File: src/rtl/cpu_if_arbiter.sv
// cpu_if_arbiter: N-to-1 round-robin arbiter for the pulse-style CPU register
// interface. Each master owns one request slot. Pending slots are issued to the
// single slave one at a time. Each completion and its read data are returned to
// the master that issued the access.
//
// Optional feature: define CPU_IF_ARB_TIMEOUT_EN to abort an access the slave
// has not completed within TIMEOUT_CYCLES. The aborted access completes with
// error=1 and read data TIMEOUT_DATA. Without the macro there is no counter, and
// m_cpu_if_error is tied low.
//
// Ports:
//   clk, reset_n                 clock, asynchronous active-low reset
//   m_cpu_if_read/write          per-master request pulses (write wins when both)
//   m_cpu_if_write_data/address  flattened per-master request payload
//   m_cpu_if_read_data           per-master read data, held until next completion
//   m_cpu_if_access_complete     per-master completion pulse
//   m_cpu_if_error               qualifies completion: 1 = timed out
//   s_cpu_if_read/write          slave request pulses
//   s_cpu_if_write_data/address  held stable from issue until completion
//   s_cpu_if_read_data           slave read data, valid with access_complete
//   s_cpu_if_access_complete     slave completion pulse
module cpu_if_arbiter #(
   parameter int unsigned           NUM_MASTERS    = 2,
   parameter int unsigned           DATA_WIDTH     = 32,
   parameter int unsigned           ADDR_WIDTH     = 30,
   parameter int unsigned           TIMEOUT_CYCLES = 1024,
   parameter logic [DATA_WIDTH-1:0] TIMEOUT_DATA   = 'hDEAD_BEEF
) (
   input  logic                              clk,
   input  logic                              reset_n,
   input  logic [NUM_MASTERS-1:0]            m_cpu_if_read,
   input  logic [NUM_MASTERS-1:0]            m_cpu_if_write,
   input  logic [NUM_MASTERS*DATA_WIDTH-1:0] m_cpu_if_write_data,
   input  logic [NUM_MASTERS*ADDR_WIDTH-1:0] m_cpu_if_address,
   output logic [NUM_MASTERS*DATA_WIDTH-1:0] m_cpu_if_read_data,
   output logic [NUM_MASTERS-1:0]            m_cpu_if_access_complete,
   output logic [NUM_MASTERS-1:0]            m_cpu_if_error,
   output logic                              s_cpu_if_read,
   output logic                              s_cpu_if_write,
   output logic [DATA_WIDTH-1:0]             s_cpu_if_write_data,
   output logic [ADDR_WIDTH-1:0]             s_cpu_if_address,
   input  logic [DATA_WIDTH-1:0]             s_cpu_if_read_data,
   input  logic                              s_cpu_if_access_complete
);

   localparam int unsigned IDX_W = (NUM_MASTERS > 1) ? $clog2(NUM_MASTERS) : 1;

   localparam logic [0:0] ST_IDLE = 1'b0;
   localparam logic [0:0] ST_WAIT = 1'b1;

   logic [0:0]                             state_q, state_d;
   logic [IDX_W-1:0]                       ptr_q, ptr_d;
   logic [IDX_W-1:0]                       gnt_q, gnt_d;

   // Request slots
   logic [NUM_MASTERS-1:0]                 pend_q, pend_d;
   logic [NUM_MASTERS-1:0]                 is_wr_q, is_wr_d;
   logic [NUM_MASTERS-1:0][ADDR_WIDTH-1:0] slot_addr_q, slot_addr_d;
   logic [NUM_MASTERS-1:0][DATA_WIDTH-1:0] slot_wdata_q, slot_wdata_d;

   // Registered outputs
   logic                                   s_read_q, s_read_d;
   logic                                   s_write_q, s_write_d;
   logic [ADDR_WIDTH-1:0]                  s_addr_q, s_addr_d;
   logic [DATA_WIDTH-1:0]                  s_wdata_q, s_wdata_d;
   logic [NUM_MASTERS-1:0]                 m_cmp_q, m_cmp_d;
   logic [NUM_MASTERS-1:0][DATA_WIDTH-1:0] m_rdata_q, m_rdata_d;

   logic                                   done;
   logic                                   arb_valid;
   logic [IDX_W-1:0]                       arb_idx;
   logic [IDX_W-1:0]                       cand;

`ifdef CPU_IF_ARB_TIMEOUT_EN
   localparam int unsigned CNT_W = $clog2(TIMEOUT_CYCLES);

   logic [CNT_W-1:0]       cnt_q, cnt_d;
   logic [NUM_MASTERS-1:0] m_err_q, m_err_d;
   logic                   expire;

   // cnt_q counts WAIT cycles since the grant edge, so TIMEOUT_CYCLES-1 means
   // this edge is TIMEOUT_CYCLES after the grant.
   assign expire = (state_q == ST_WAIT) && (cnt_q == CNT_W'(TIMEOUT_CYCLES - 1));
`else
   logic unused_timeout_cfg;
   assign unused_timeout_cfg = (TIMEOUT_CYCLES == 0) ^ (TIMEOUT_DATA == '0);
`endif

   // Round-robin pick: first pending slot at or after the pointer, wrapping.
   always_comb begin
      arb_valid = 1'b0;
      arb_idx   = '0;
      cand      = '0;
      for (int unsigned k = 0; k < NUM_MASTERS; k++) begin
         cand = IDX_W'((32'(ptr_q) + k) % NUM_MASTERS);
         if (!arb_valid && pend_q[cand]) begin
            arb_valid = 1'b1;
            arb_idx   = cand;
         end
      end
   end

   always_comb begin
      state_d   = state_q;
      ptr_d     = ptr_q;
      gnt_d     = gnt_q;
      s_read_d  = 1'b0;
      s_write_d = 1'b0;
      s_addr_d  = s_addr_q;
      s_wdata_d = s_wdata_q;
      m_cmp_d   = '0;
      m_rdata_d = m_rdata_q;
      done      = 1'b0;
`ifdef CPU_IF_ARB_TIMEOUT_EN
      cnt_d     = cnt_q;
      m_err_d   = '0;
`endif

      unique case (state_q)
         ST_IDLE: begin
            // A slave completion seen here is spurious and is ignored.
            if (arb_valid) begin
               gnt_d     = arb_idx;
               s_read_d  = !is_wr_q[arb_idx];
               s_write_d = is_wr_q[arb_idx];
               s_addr_d  = slot_addr_q[arb_idx];
               s_wdata_d = slot_wdata_q[arb_idx];
               ptr_d     = IDX_W'((32'(arb_idx) + 1) % NUM_MASTERS);
               state_d   = ST_WAIT;
`ifdef CPU_IF_ARB_TIMEOUT_EN
               cnt_d     = '0;
`endif
            end
         end
         ST_WAIT: begin
`ifdef CPU_IF_ARB_TIMEOUT_EN
            cnt_d = cnt_q + CNT_W'(1);
`endif
            // A real completion takes priority over an expiry on the same edge.
            if (s_cpu_if_access_complete) begin
               done             = 1'b1;
               m_cmp_d[gnt_q]   = 1'b1;
               m_rdata_d[gnt_q] = s_cpu_if_read_data;
               state_d          = ST_IDLE;
            end
`ifdef CPU_IF_ARB_TIMEOUT_EN
            else if (expire) begin
               done             = 1'b1;
               m_cmp_d[gnt_q]   = 1'b1;
               m_err_d[gnt_q]   = 1'b1;
               m_rdata_d[gnt_q] = TIMEOUT_DATA;
               state_d          = ST_IDLE;
            end
`endif
         end
         default: state_d = ST_IDLE;
      endcase
   end

   // Slot capture. A pulse to a slot that is still pending is dropped, even
   // when the slot is being completed on the same edge.
   always_comb begin
      pend_d       = pend_q;
      is_wr_d      = is_wr_q;
      slot_addr_d  = slot_addr_q;
      slot_wdata_d = slot_wdata_q;
      for (int unsigned i = 0; i < NUM_MASTERS; i++) begin
         if (!pend_q[i] && (m_cpu_if_read[i] || m_cpu_if_write[i])) begin
            pend_d[i]       = 1'b1;
            is_wr_d[i]      = m_cpu_if_write[i];
            slot_addr_d[i]  = m_cpu_if_address[i*ADDR_WIDTH +: ADDR_WIDTH];
            slot_wdata_d[i] = m_cpu_if_write_data[i*DATA_WIDTH +: DATA_WIDTH];
         end
      end
      if (done) begin
         pend_d[gnt_q] = 1'b0;
      end
   end

   always_ff @(posedge clk or negedge reset_n) begin
      if (!reset_n) begin
         state_q      <= ST_IDLE;
         ptr_q        <= '0;
         gnt_q        <= '0;
         pend_q       <= '0;
         is_wr_q      <= '0;
         slot_addr_q  <= '0;
         slot_wdata_q <= '0;
         s_read_q     <= 1'b0;
         s_write_q    <= 1'b0;
         s_addr_q     <= '0;
         s_wdata_q    <= '0;
         m_cmp_q      <= '0;
         m_rdata_q    <= '0;
      end else begin
         state_q      <= state_d;
         ptr_q        <= ptr_d;
         gnt_q        <= gnt_d;
         pend_q       <= pend_d;
         is_wr_q      <= is_wr_d;
         slot_addr_q  <= slot_addr_d;
         slot_wdata_q <= slot_wdata_d;
         s_read_q     <= s_read_d;
         s_write_q    <= s_write_d;
         s_addr_q     <= s_addr_d;
         s_wdata_q    <= s_wdata_d;
         m_cmp_q      <= m_cmp_d;
         m_rdata_q    <= m_rdata_d;
      end
   end

`ifdef CPU_IF_ARB_TIMEOUT_EN
   always_ff @(posedge clk or negedge reset_n) begin
      if (!reset_n) begin
         cnt_q   <= '0;
         m_err_q <= '0;
      end else begin
         cnt_q   <= cnt_d;
         m_err_q <= m_err_d;
      end
   end

   assign m_cpu_if_error = m_err_q;
`else
   assign m_cpu_if_error = '0;
`endif

   assign s_cpu_if_read            = s_read_q;
   assign s_cpu_if_write           = s_write_q;
   assign s_cpu_if_address         = s_addr_q;
   assign s_cpu_if_write_data      = s_wdata_q;
   assign m_cpu_if_access_complete = m_cmp_q;
   assign m_cpu_if_read_data       = m_rdata_q;

endmodule

File: config.mk
export PLATFORM = sky130hd
export DESIGN_NAME = cpu_if_arbiter
export DESIGN_NICKNAME = d
export VERILOG_FILES = /design/src/rtl/cpu_if_arbiter.sv
export SDC_FILE = /design/constraint.sdc
export NUM_CORES = 1
export LEC_CHECK = 0
export CELL_PAD_IN_SITES_DETAIL_PLACEMENT = 0
export CELL_PAD_IN_SITES_GLOBAL_PLACEMENT = 1
export CORE_ASPECT_RATIO = 1.25
export CORE_MARGIN = 2
export CORE_UTILIZATION = 35
export CTS_BUF_LIST = sky130_fd_sc_hd__clkbuf_16
export DETAILED_ROUTE_END_ITERATION = 7
export GPL_TIMING_DRIVEN = 0
export PLACE_DENSITY_LB_ADDON = 0.1
export SLEW_MARGIN = 40
export SYNTH_ARGS = -nofsm -noshare
export SYNTH_HDL_FRONTEND = slang
export SYNTH_SLANG_ARGS = --single-unit
File: constraint.sdc
create_clock -name clk -period 1.6 [get_ports clk]
set_clock_uncertainty 0.2 [all_clocks]
set_input_delay 0.16 -clock clk [delete_from_list [all_inputs] [get_ports clk]]
set_output_delay 0.16 -clock clk [all_outputs]
set_load 0.02 [all_outputs]
==> qor.yml, run 1 <==
status: "complete, but fails checks"
violations: "setup timing"
routabilityCongestion: 0.719
required_ns: 1.83
clkTransAtPathRegs_ns: 0.06
path_delay_family: "buffers and inverters"
p_sw_mw: 9.93
ys.flop_type: "dfrtp_1"
ios: 295
die_h_um: 198
wl_um: 29400
hold_violations: 0
grt_overflow: 0
swShare: 0.324
finalSetupTns_ns: -7.03
drc: 0
rsz0062_at_grt: "yes"
fillCellCount: 2594
grt_max_degree: 70
synthTopCellsByArea: "dfrtp_1 62%, mux2_2 11%, mux2_4 8.5%, a221o_1 5.9%, mux2_1 2.8%"
layout-area-overhead-vs-synth_pct: 50.7
synth_compound_gate_area_share: 0.0669
clock.fmax_mhz: 584
synthAdderAreaFrac: 0
mappedNetlistArea_um2: 10600
cts_sinks: 261
synth_xor_area_frac: 0
cp.buffers_inverters: 3
synth_edf_count: 0
synth_top_family_by_area: "multiplexers"
async_flop_share: 1.00
r2r_setup_slack_ns: -0.11
r2r_cells: 6
yosys_warnings: 0
port_buffers: 292
start_kind: "flip-flop"
yosys.area.top_type_share: 0.618
path_max_fanout: 6
yosysMostFrequentCell: "dfrtp_1"
synth.avg_cell_area_um2: 16.4
cp-end-kind: "flip-flop"
setup_viol: 119
min_period_ns: 1.71
p_leak_nw: 7.44
clk_path_buf_depth: 3
track_usage: 0.176
antenna_found_initial: 2
synth.yosys.seq_area_share: 0.618
clk_latency_ns: 0.54
postRouteAntennaNets: 0
crit_chain: "buf_6 -> o21bai_4 -> buf_12 -> clkbuf_16 -> and2_0 -> a221o_1"
p_int_mw: 20.7
yosys.area_share.simple: 0.0475
drive_above_1_share: 0.461
regToRegStartpoint: "state_q"
synthDistinctLibCells: 31
wl_per_cell_um: 20.4
grt_pass1_vias: 7373
timing.final.ws_setup_ns: -0.113
yosys-top-cells-count: "261 x dfrtp_1, 104 x mux2_2, 62 x a221o_1"
min_period_over_period: 1.07
hold_slack_ns: 0.0109
cap_violations: 0
cp.arrival_ns: 1.94
cts_tree: "yes"
first_iter_violations: 300
ir_drop_v: 0.00114
slowest_delay_ns: 0.37
synthMuxAreaShare: 0.224
vias: 6864
hold_class: "input port to async pin"
power_frac_comb: 0.421
power_frac_seq: 0.383
die_w_um: 159
htree_levels: 1
slew_violations: 0
finish.net_count: 1185
reg2reg_to: "s_cpu_if_write_data[13]"
std_cell_rows: 71
drt-pass1-iter-count: 4
clkPwrFrac: 0.196
start_util: 0.353
grt_first_pass_wirelength_um: 43300
ys_ff_latch: 261
numCtsBuffers: 29
slowest_stage: "dfrtp_1"
power.density_nw_per_um2: 1920
root_buffer: "clkbuf_16"
design.die.area_um2: 31600
synth_top_area_cell: "dfrtp_1"
coreArea_um2: 29900
critical_path_class: "flip-flop to flip-flop"
hpwl_um: 18500
netlist_instances: 643
via_per_inst: 4.75
==> cells in the final DEF, fill, tap and decap left out, types with 2 or more instances in the layout <==
cell type          n
mux2_1             9
buf_16             6
mux2_2            69
nor2_1             3
clkdlybuf4s50_1  161
o21bai_4           2
a221o_1           62
clkinv_2           2
inv_1             11
buf_4             14
inv_6              2
and2_0             9
nor3_1             3
a21oi_1            2
conb_1             2
and2_1            12
buf_2             20
buf_12            19
clkbuf_2          47
clkinv_1           9
a21o_1             2
clkbuf_16         41
buf_6             26
buf_8              6
clkdlybuf4s15_2   63
and2_4            41
dlygate4sd3_1     12
mux2_4           112
dfrtp_1          260
==> how the worst max path moves through the flow <==
stage / startpoint / to / slack [ns] / cells past startpoint
after floorplan: state_q / s_cpu_if_address[5] / 0.03 / 5
final: state_q / s_cpu_if_write_data[13] / -0.11 / 6
after global placement: reset_n / m_cpu_if_read_data[14] / -11.78 / 1
after global routing: state_q / s_cpu_if_write_data[15] / -0.15 / 6
after CTS: state_q / s_cpu_if_write_data[24] / -0.11 / 5
after detailed placement: m_cpu_if_write[1] / slot_wdata_q[55] / -0.71 / 4
==> metrics by stage <==
| stage | util | std cells | worst slack (ns) | total power [mW] | cell area [µm²] |
|---|---|---|---|---|---|
| floorplan | - | 644 | 0.0288 | 18.6 | 10600 |
| global placement | 0.468 | 1337 | -11.78 | 23.8 | 14000 |
| detailed placement | 0.471 | 1341 | -0.708 | 23.9 | 14100 |
| CTS | 0.525 | 1430 | -0.109 | 30.4 | 15700 |
| global route | 0.532 | 1444 | -0.151 | 32.3 | 15900 |
| finish | 0.532 | 1444 | -0.113 | 30.6 | 15900 |
==> layer usage <==
layer | vias up | global-route usage | routed length, µm
li1 | 3106 | - | -
met1 | 3514 | 0.227 | 12600
met2 | 206 | 0.295 | 14400
met3 | 36 | 0.0494 | 1930
met4 | 2 | 0.0404 | 474
met5 | - | 0 | 13
==> tightest hold or removal path: cells and delay by family <==
| family | cells | cell delay, ns |
|---|---|---|
| buffers and inverters | 3 | 0.98 |
==> power by group through the flow <==
stage	combinational (mW)	sequential (mW)	clock [mW]
5_1_grt	13.7	12.1	6.50
4_1_cts	12.5	11.7	6.22
6_report	12.9	11.7	6.01
3_5_place_dp	12.2	11.7	0
3_3_place_gp	12.0	11.7	0
2_1_floorplan	5.27	13.3	0
==> flip-flops by register name, indices dropped and copies added, names as in the netlist <==
name                      cells
m_cpu_if_read_data           64
slot_wdata_q                 64
slot_addr_q                  60
s_cpu_if_write_data          32
s_cpu_if_address             30
is_wr_q                       2
m_cpu_if_access_complete      2
pend_q                        2
gnt_q                         1
ptr_q                         1
s_cpu_if_read                 1
s_cpu_if_write                1
state_q                       1
==> final cells by class <==
cell class | count | area (µm²) | share of cell area
multi-input combinational | 340 | 3910 | 0.245
tap | 401 | 502 | 0.0315
buffer | 38 | 520 | 0.0327
clock buffer | 29 | 726 | 0.0456
timing repair buffer | 349 | 3600 | 0.226
antenna | 1 | 2.50 | 0.000157
clock inverter | 22 | 116 | 0.00731
sequential | 261 | 6530 | 0.410
inverter | 3 | 16.3 | 0.00102
==> what timing repair did <==
item	4_1_cts	5_1_grt
endpoints found under the hold margin	272	0
hold buffers	13	0
setup endpoints to repair	375	297
gates resized for setup	413	181
pin swaps	11	31
setup buffers	20	5
gates cloned	5	14
==> cell families (layout without fill, tap and decap cells) <==
group,after synthesis,in the layout
mux,190,190
buf+inv,44,441
compound gates,71,72
flops,261,261
simple gates,76,76
other cells,1,3
Power figures use the tool's default switching activity.
==> run 2: changes to the inputs <==
--- a/config.mk
+++ b/config.mk
@@ -15,4 +15,5 @@
 export GPL_TIMING_DRIVEN = 0
 export PLACE_DENSITY_LB_ADDON = 0.1
+export SKIP_CTS_REPAIR_TIMING = 1
 export SLEW_MARGIN = 40
 export SYNTH_ARGS = -nofsm -noshare
==> constraint.sdc (replaced) <==
create_clock -name clk -period 1.6 [get_ports clk]
set_clock_uncertainty 0.2 [all_clocks]
set_input_delay 0.4 -clock clk [delete_from_list [all_inputs] [get_ports clk]]
set_output_delay 0.4 -clock clk [all_outputs]
set_load 0.02 [all_outputs]
==> run 2 against run 1 <==
Against the previous run: the run still ends with setup timing left; non-clock buffer count decreased by 15; worst setup slack improved by 0.019 ns; sequential share of layout area increased by 0.57 points; global-route usage decreased by 0.76 points; critical path depth decreased by 1; sequential power about the same; largest cell class unchanged; largest power group unchanged; highest routed layer unchanged.
==> qor.yml, run 2 (synthesis results as in run 1) <==
die_w_um: 159  # unchanged
layout-area-overhead-vs-synth_pct: 48.6
track_usage: 0.168  # -0.00764
r2r_setup_slack_ns: -0.09  # +0.02 ns
std_cell_rows: 71  # unchanged
post-route-util: 0.525  # -0.00723
start_kind: "flip-flop"
start_util: 0.353  # unchanged
drive_above_1_share: 0.428  # -0.0326
cp-end-kind: "flip-flop"
ir_drop_v: 0.00121  # +6.3%
power_frac_comb: 0.426  # +0.005
hold_violations: 0  # unchanged
postRouteAntennaNets: 0  # unchanged
grt_util_met1: 0.214  # -0.0131
met3_usage: 0.0522  # +0.00272
cts_sinks: 261  # unchanged
clock.fmax_mhz: 590  # +1.1%
hold_slack_ns: 0.0797  # +0.0688 ns
port_buffers: 292  # unchanged
min_period_ns: 1.69  # -0.0187 ns
routabilityCongestion: 0.719  # unchanged
wl_per_cell_um: 19.6  # -3.7%
grt_first_pass_wirelength_um: 41500  # -4.1%
required_ns: 1.82  # about the same
swShare: 0.320  # -0.00374
min_period_over_period: 1.06  # -0.0117
fillCellCount: 2640  # +1.8%
clkTransAtPathRegs_ns: 0.06  # about the same
p_leak_nw: 7.23  # -2.8%
antenna_found_initial: 2  # unchanged
final_cell_mix: "260 x dfrtp_1, 161 x clkdlybuf4s50_1, 149 x buf_6"
drc: 0  # unchanged
violations: "setup timing"
hpwl_um: 18500  # unchanged
cp.arrival_ns: 1.92  # -0.02 ns
clk_latency_ns: 0.54  # about the same
rsz0062_at_grt: "yes"
setup_viol: 307  # +160%
path_max_fanout: 10  # +4
power_frac_seq: 0.382  # about the same
htree_levels: 1  # unchanged
globalRouteMet2Util: 0.282  # -0.0135
root_buffer: "clkbuf_16"
first_iter_violations: 291  # -3.0%
cap_violations: 0  # unchanged
wl_um: 28000  # -4.7%
clkPwrFrac: 0.192  # -0.004
cts_tree: "yes"
timing.final.ws_setup_ns: -0.0947  # +0.0187 ns
numCtsBuffers: 29  # unchanged
grt_max_degree: 70  # unchanged
finish.net_count: 1171  # -1.2%
grt_pass1_vias: 7093  # -3.8%
coreArea_um2: 29900  # unchanged
design.die.area_um2: 31600  # unchanged
via_per_inst: 4.70  # -1.0%
final_common_cell: "dfrtp_1"
p_int_mw: 21.3  # +3.0%
critical_path_class: "flip-flop to flip-flop"
status: "complete, but fails checks"
power.density_nw_per_um2: 2000  # +3.9%
vias: 6728  # -2.0%
grt_overflow: 0  # unchanged
clk_path_buf_depth: 3  # unchanged
grt_busiest_layer: "met2"
die_h_um: 198  # unchanged
ios: 295  # unchanged
hold_class: "input port to async pin"
drt-pass1-iter-count: 4  # unchanged
slew_violations: 0  # unchanged
p_sw_mw: 10.1  # +1.3%
-- run 2: cell count changes in the layout (fill, tap and decap cells not counted), sizes merged --
cell | before | now
clkbuf | 88 | 34
nor2 | 4 | 5
clkdlybuf4s15 | 64 | 0
dlygate4sd3 | 12 | 1
buf | 91 | 205
-- run 2: worst max-delay path, stage by stage, from the launching register on --
cell      delay, ns
dfrtp_1        0.38
buf_8          0.14
o21bai_4       0.24
buf_6          0.18
and2_0         0.15
a221o_1        0.26
-- run 2: metal layers --
metal	share of wire	wire (µm)
met4	0.013	362
met1	0.42	11900
met3	0.071	2010
met2	0.49	13800
met5	0.00043	12
-- run 2: final timing paths --
check | start | end | cells after the start
min | reset_n | slot_addr_q[7] | 2
min reg2reg | slot_addr_q[35] | slot_addr_q[35] | 1
max reg2reg | state_q | s_cpu_if_write_data[8] | 5
max | state_q | s_cpu_if_write_data[8] | 5
min in group clk | m_cpu_if_write_data[33] | slot_wdata_q[33] | 2
max in group asynchronous | reset_n | m_cpu_if_read_data[43] | 4
-- run 2: area by class of cell --
cell class	count	area [µm²]	area share
flip-flops and latches	261	6530	0.416
multi-input cells	341	3720	0.237
repair buffers	331	3540	0.226
clock buffers	29	726	0.0462
plain buffers	41	548	0.0349
well taps	401	502	0.0319
clock inverters	22	116	0.00741
inverters	3	16.3	0.00104
diodes	1	2.50	0.000159
-- run 2: power by group through the flow --
stage	Sequential [mW]	Combinational [mW]	Clock, mW
global placement	11.7	12.0	0
finish	12.0	13.4	6.02
global route	12.4	14.2	6.51
CTS	11.7	12.2	6.22
detailed placement	11.7	12.2	0
floorplan	13.3	5.27	0
-- run 2: through the flow --
step / power (mW) / area [µm²] / std cells / setup TNS [ns] / setup WS (ns)
global placement: 23.8 / 14000 / 1337 / -3261.77 / -12.02
detailed placement: 23.9 / 14100 / 1341 / -138.63 / -0.948
finish: 31.4 / 15700 / 1430 / -15.47 / -0.0947
global route: 33.1 / 15700 / 1430 / -33.41 / -0.154
floorplan: 18.6 / 10600 / 644 / 0 / 0.0288
CTS: 30.1 / 15000 / 1392 / -126.89 / -0.601
==> variant, RTL diff (flow settings as in run 1) <==
Build with the macro `CPU_IF_ARB_TIMEOUT_EN` defined.
--- a/src/rtl/cpu_if_arbiter.sv
+++ b/src/rtl/cpu_if_arbiter.sv
@@ -19,6 +19,8 @@
 //   s_cpu_if_write_data/address  held stable from issue until completion
 //   s_cpu_if_read_data           slave read data, valid with access_complete
 //   s_cpu_if_access_complete     slave completion pulse
+`define CPU_IF_ARB_TIMEOUT_EN
+
 module cpu_if_arbiter #(
    parameter int unsigned           NUM_MASTERS    = 2,
    parameter int unsigned           DATA_WIDTH     = 32,
Check against the original RTL: no difference found for any inputs over 4 cycles, from zero or initial values and one cycle with reset_n low; that may be too few to reach the edited logic, so the function may still have changed.
==> variant against run 1 <==
  * The flow finishes with violations (negative hold slack, negative setup slack)
  * Global-route usage grew 3.4 points
  * Total power grew 13%
  * Sequential cell count grew 12
  * Worst setup slack lost 0.013 ns
  * Routed wire length grew 23%
  * Design area grew 15%
  * Sequential share of layout area shrank 3.7 points
  * Via count grew 25%
  * Area after synthesis grew 4.4%
  * Combinational power grew 14%
  * Critical path depth shrank 1
==> variant: results <==
export IMPL_nNetsFinal=1465
export IMPL_placed_cells=1557
export IMPL_cts_buffer_depth=3
export IMPL_syn_inst=852
export IMPL_vias=8593
export IMPL_path_max_fanout=6
export IMPL_fin_hold_ws_ns=-0.0509
export IMPL_grt_max_degree=72
export IMPL_crit_slowest_cell="dfrtp_2"
export IMPL_gp_congestion=0.763
export IMPL_grt_pass1_wl_mm=53.8
export IMPL_cts_inserted_buffers=30
export IMPL_met1_length_mm=14.9
export IMPL_clkSlewWorstSetupHoldPaths_ns=0.06
export IMPL_fill_cells=2567
export IMPL_holdBufCountCts=36
export IMPL_cpPeakStageDelay_ns=0.46
export IMPL_drt_iter0_drc=350
export IMPL_violations="negative hold slack, negative setup slack"
export IMPL_p_leak_nw=8.59
export IMPL_stdcell_count=1734
export IMPL_ir_worst_vdd_v=0.00116
export IMPL_ys_seq_area_share_pct=61.9
export IMPL_reg2regPathDepth=5
export IMPL_dp_hpwl_mm=22.1
export IMPL_grt_total_usage_pct=21.0
export IMPL_route_met2_wl_mm=18.0
export IMPL_final_setup_worst_slack_ns=-0.126
export IMPL_met3WireLength_mm=2.68
export IMPL_synth_cell_types=38
export IMPL_drtAntennaViolNets=0
export IMPL_hold_viol=49
export IMPL_clock_fmax_mhz=579
export IMPL_async_flop_share_pct=100
export IMPL_avgRoutedWirePerCell_um=20.9
export IMPL_h_tree_depth=1
export IMPL_finalSetupViolations=235
export IMPL_clkLatencyLatePin_ns=0.54
export IMPL_hp_class="in2async"
export IMPL_firstDrtPassIters=4
export IMPL_drive_above_1_share_pct=44.9
export IMPL_grt_pass1_vias=9124
export IMPL_synth_area_top_cells="dfrtp_1 62%, mux2_2 7.8%, a221o_1 5.6%, mux2_1 5.1%, and2_1 3.6%"
export IMPL_worst_pin_slew_ns=0.465
export IMPL_synth_common_cells="273 x dfrtp_1, 100 x nor2_1, 76 x mux2_2"
export IMPL_arrival_ns=1.96
export IMPL_portBuffers=294
export IMPL_antenna_found_initial=2
export IMPL_status="complete, but fails checks"
export IMPL_cts_root_buffer="clkbuf_16"
==> variant: per-stage QoR <==
stage               TNS [ns]  utilization, %  setup WS (ns)  hold slack (ns)  area, sq um
finish                -20.07            59.1         -0.126          -0.0509        18300
global route          -32.10            59.1         -0.201          -0.0297        18300
CTS                   -15.51            57.3         -0.225          -0.0642        17800
detailed placement   -136.40            47.2         -0.767          -0.0805        14600
global placement    -3506.64            46.8         -12.33            0.268        14500
floorplan                  0               -        0.00368           -0.336        11000
==> variant: critical path, delay by kind of cell, from the launching register on <==
kind                   cells  cell delay [ns]
DFF                        1             0.46
AOI/OAI and AO/OA          2             0.48
buffers and inverters      2             0.35
and+or+nand+nor            1             0.13
==> variant: logic make-up (layout without fill, tap and decap cells) <==
kind of cell               count (synthesis)  after routing  share of synthesized area (%)
and+or+nand+nor                          237            237                           10.8
DFF                                      273            273                           61.9
AOI/OAI and AO/OA                        146            147                           10.0
adders and majority gates                  1              1                          0.113
buffers and inverters                     62            534                           3.73
muxes                                    133            133                           13.5
other                                      0              2                              0
==> variant: routing by layer <==
layer / track usage (%) / up-vias
met3: 5.76 / 42
li1: - / 3916
met2: 36.5 / 272
met5: 0 / -
met1: 26.0 / 4361
met4: 4.36 / 2
==> variant: power by group <==
| group | switching, W | internal, W | leakage, nW |
|---|---|---|---|
| Combinational | 0.00643 | 0.00825 | 4.79 |
| Clock | 0.00291 | 0.00479 | 0.557 |
| Sequential | 0.00191 | 0.0102 | 3.24 |
| Total | 0.0113 | 0.0232 | 8.59 |
==> variant: layout make-up <==
cell class	count	share of cell area (%)
timing repair buffer	418	23.8
multi-input combinational	518	25.7
sequential	273	37.3
tap	407	2.78
inverter	4	0.123
antenna	2	0.0273
clock inverter	25	1.78
buffer	56	4.23
clock buffer	31	4.23
==> variant: final timing paths <==
kind                                          start                       to  slack [ns]
worst max-delay path                        state_q  s_cpu_if_write_data[31]       -0.13
worst min-delay path                        reset_n   m_cpu_if_read_data[37]       -0.05
worst max register to register              state_q  s_cpu_if_write_data[31]       -0.13
worst min register to register             cnt_q[6]                 cnt_q[6]        0.30
max in group asynchronous                   reset_n          slot_addr_q[34]        0.32
min in group clk                m_cpu_if_address[0]           slot_addr_q[0]        0.02
==> variant: repair_timing <==
action	in CTS	in global routing
setup endpoints to repair	394	312
gates resized for setup	603	274
buffers inserted	43	12
pin swaps	91	37
cloned	21	11
endpoints found under the hold margin	271	49
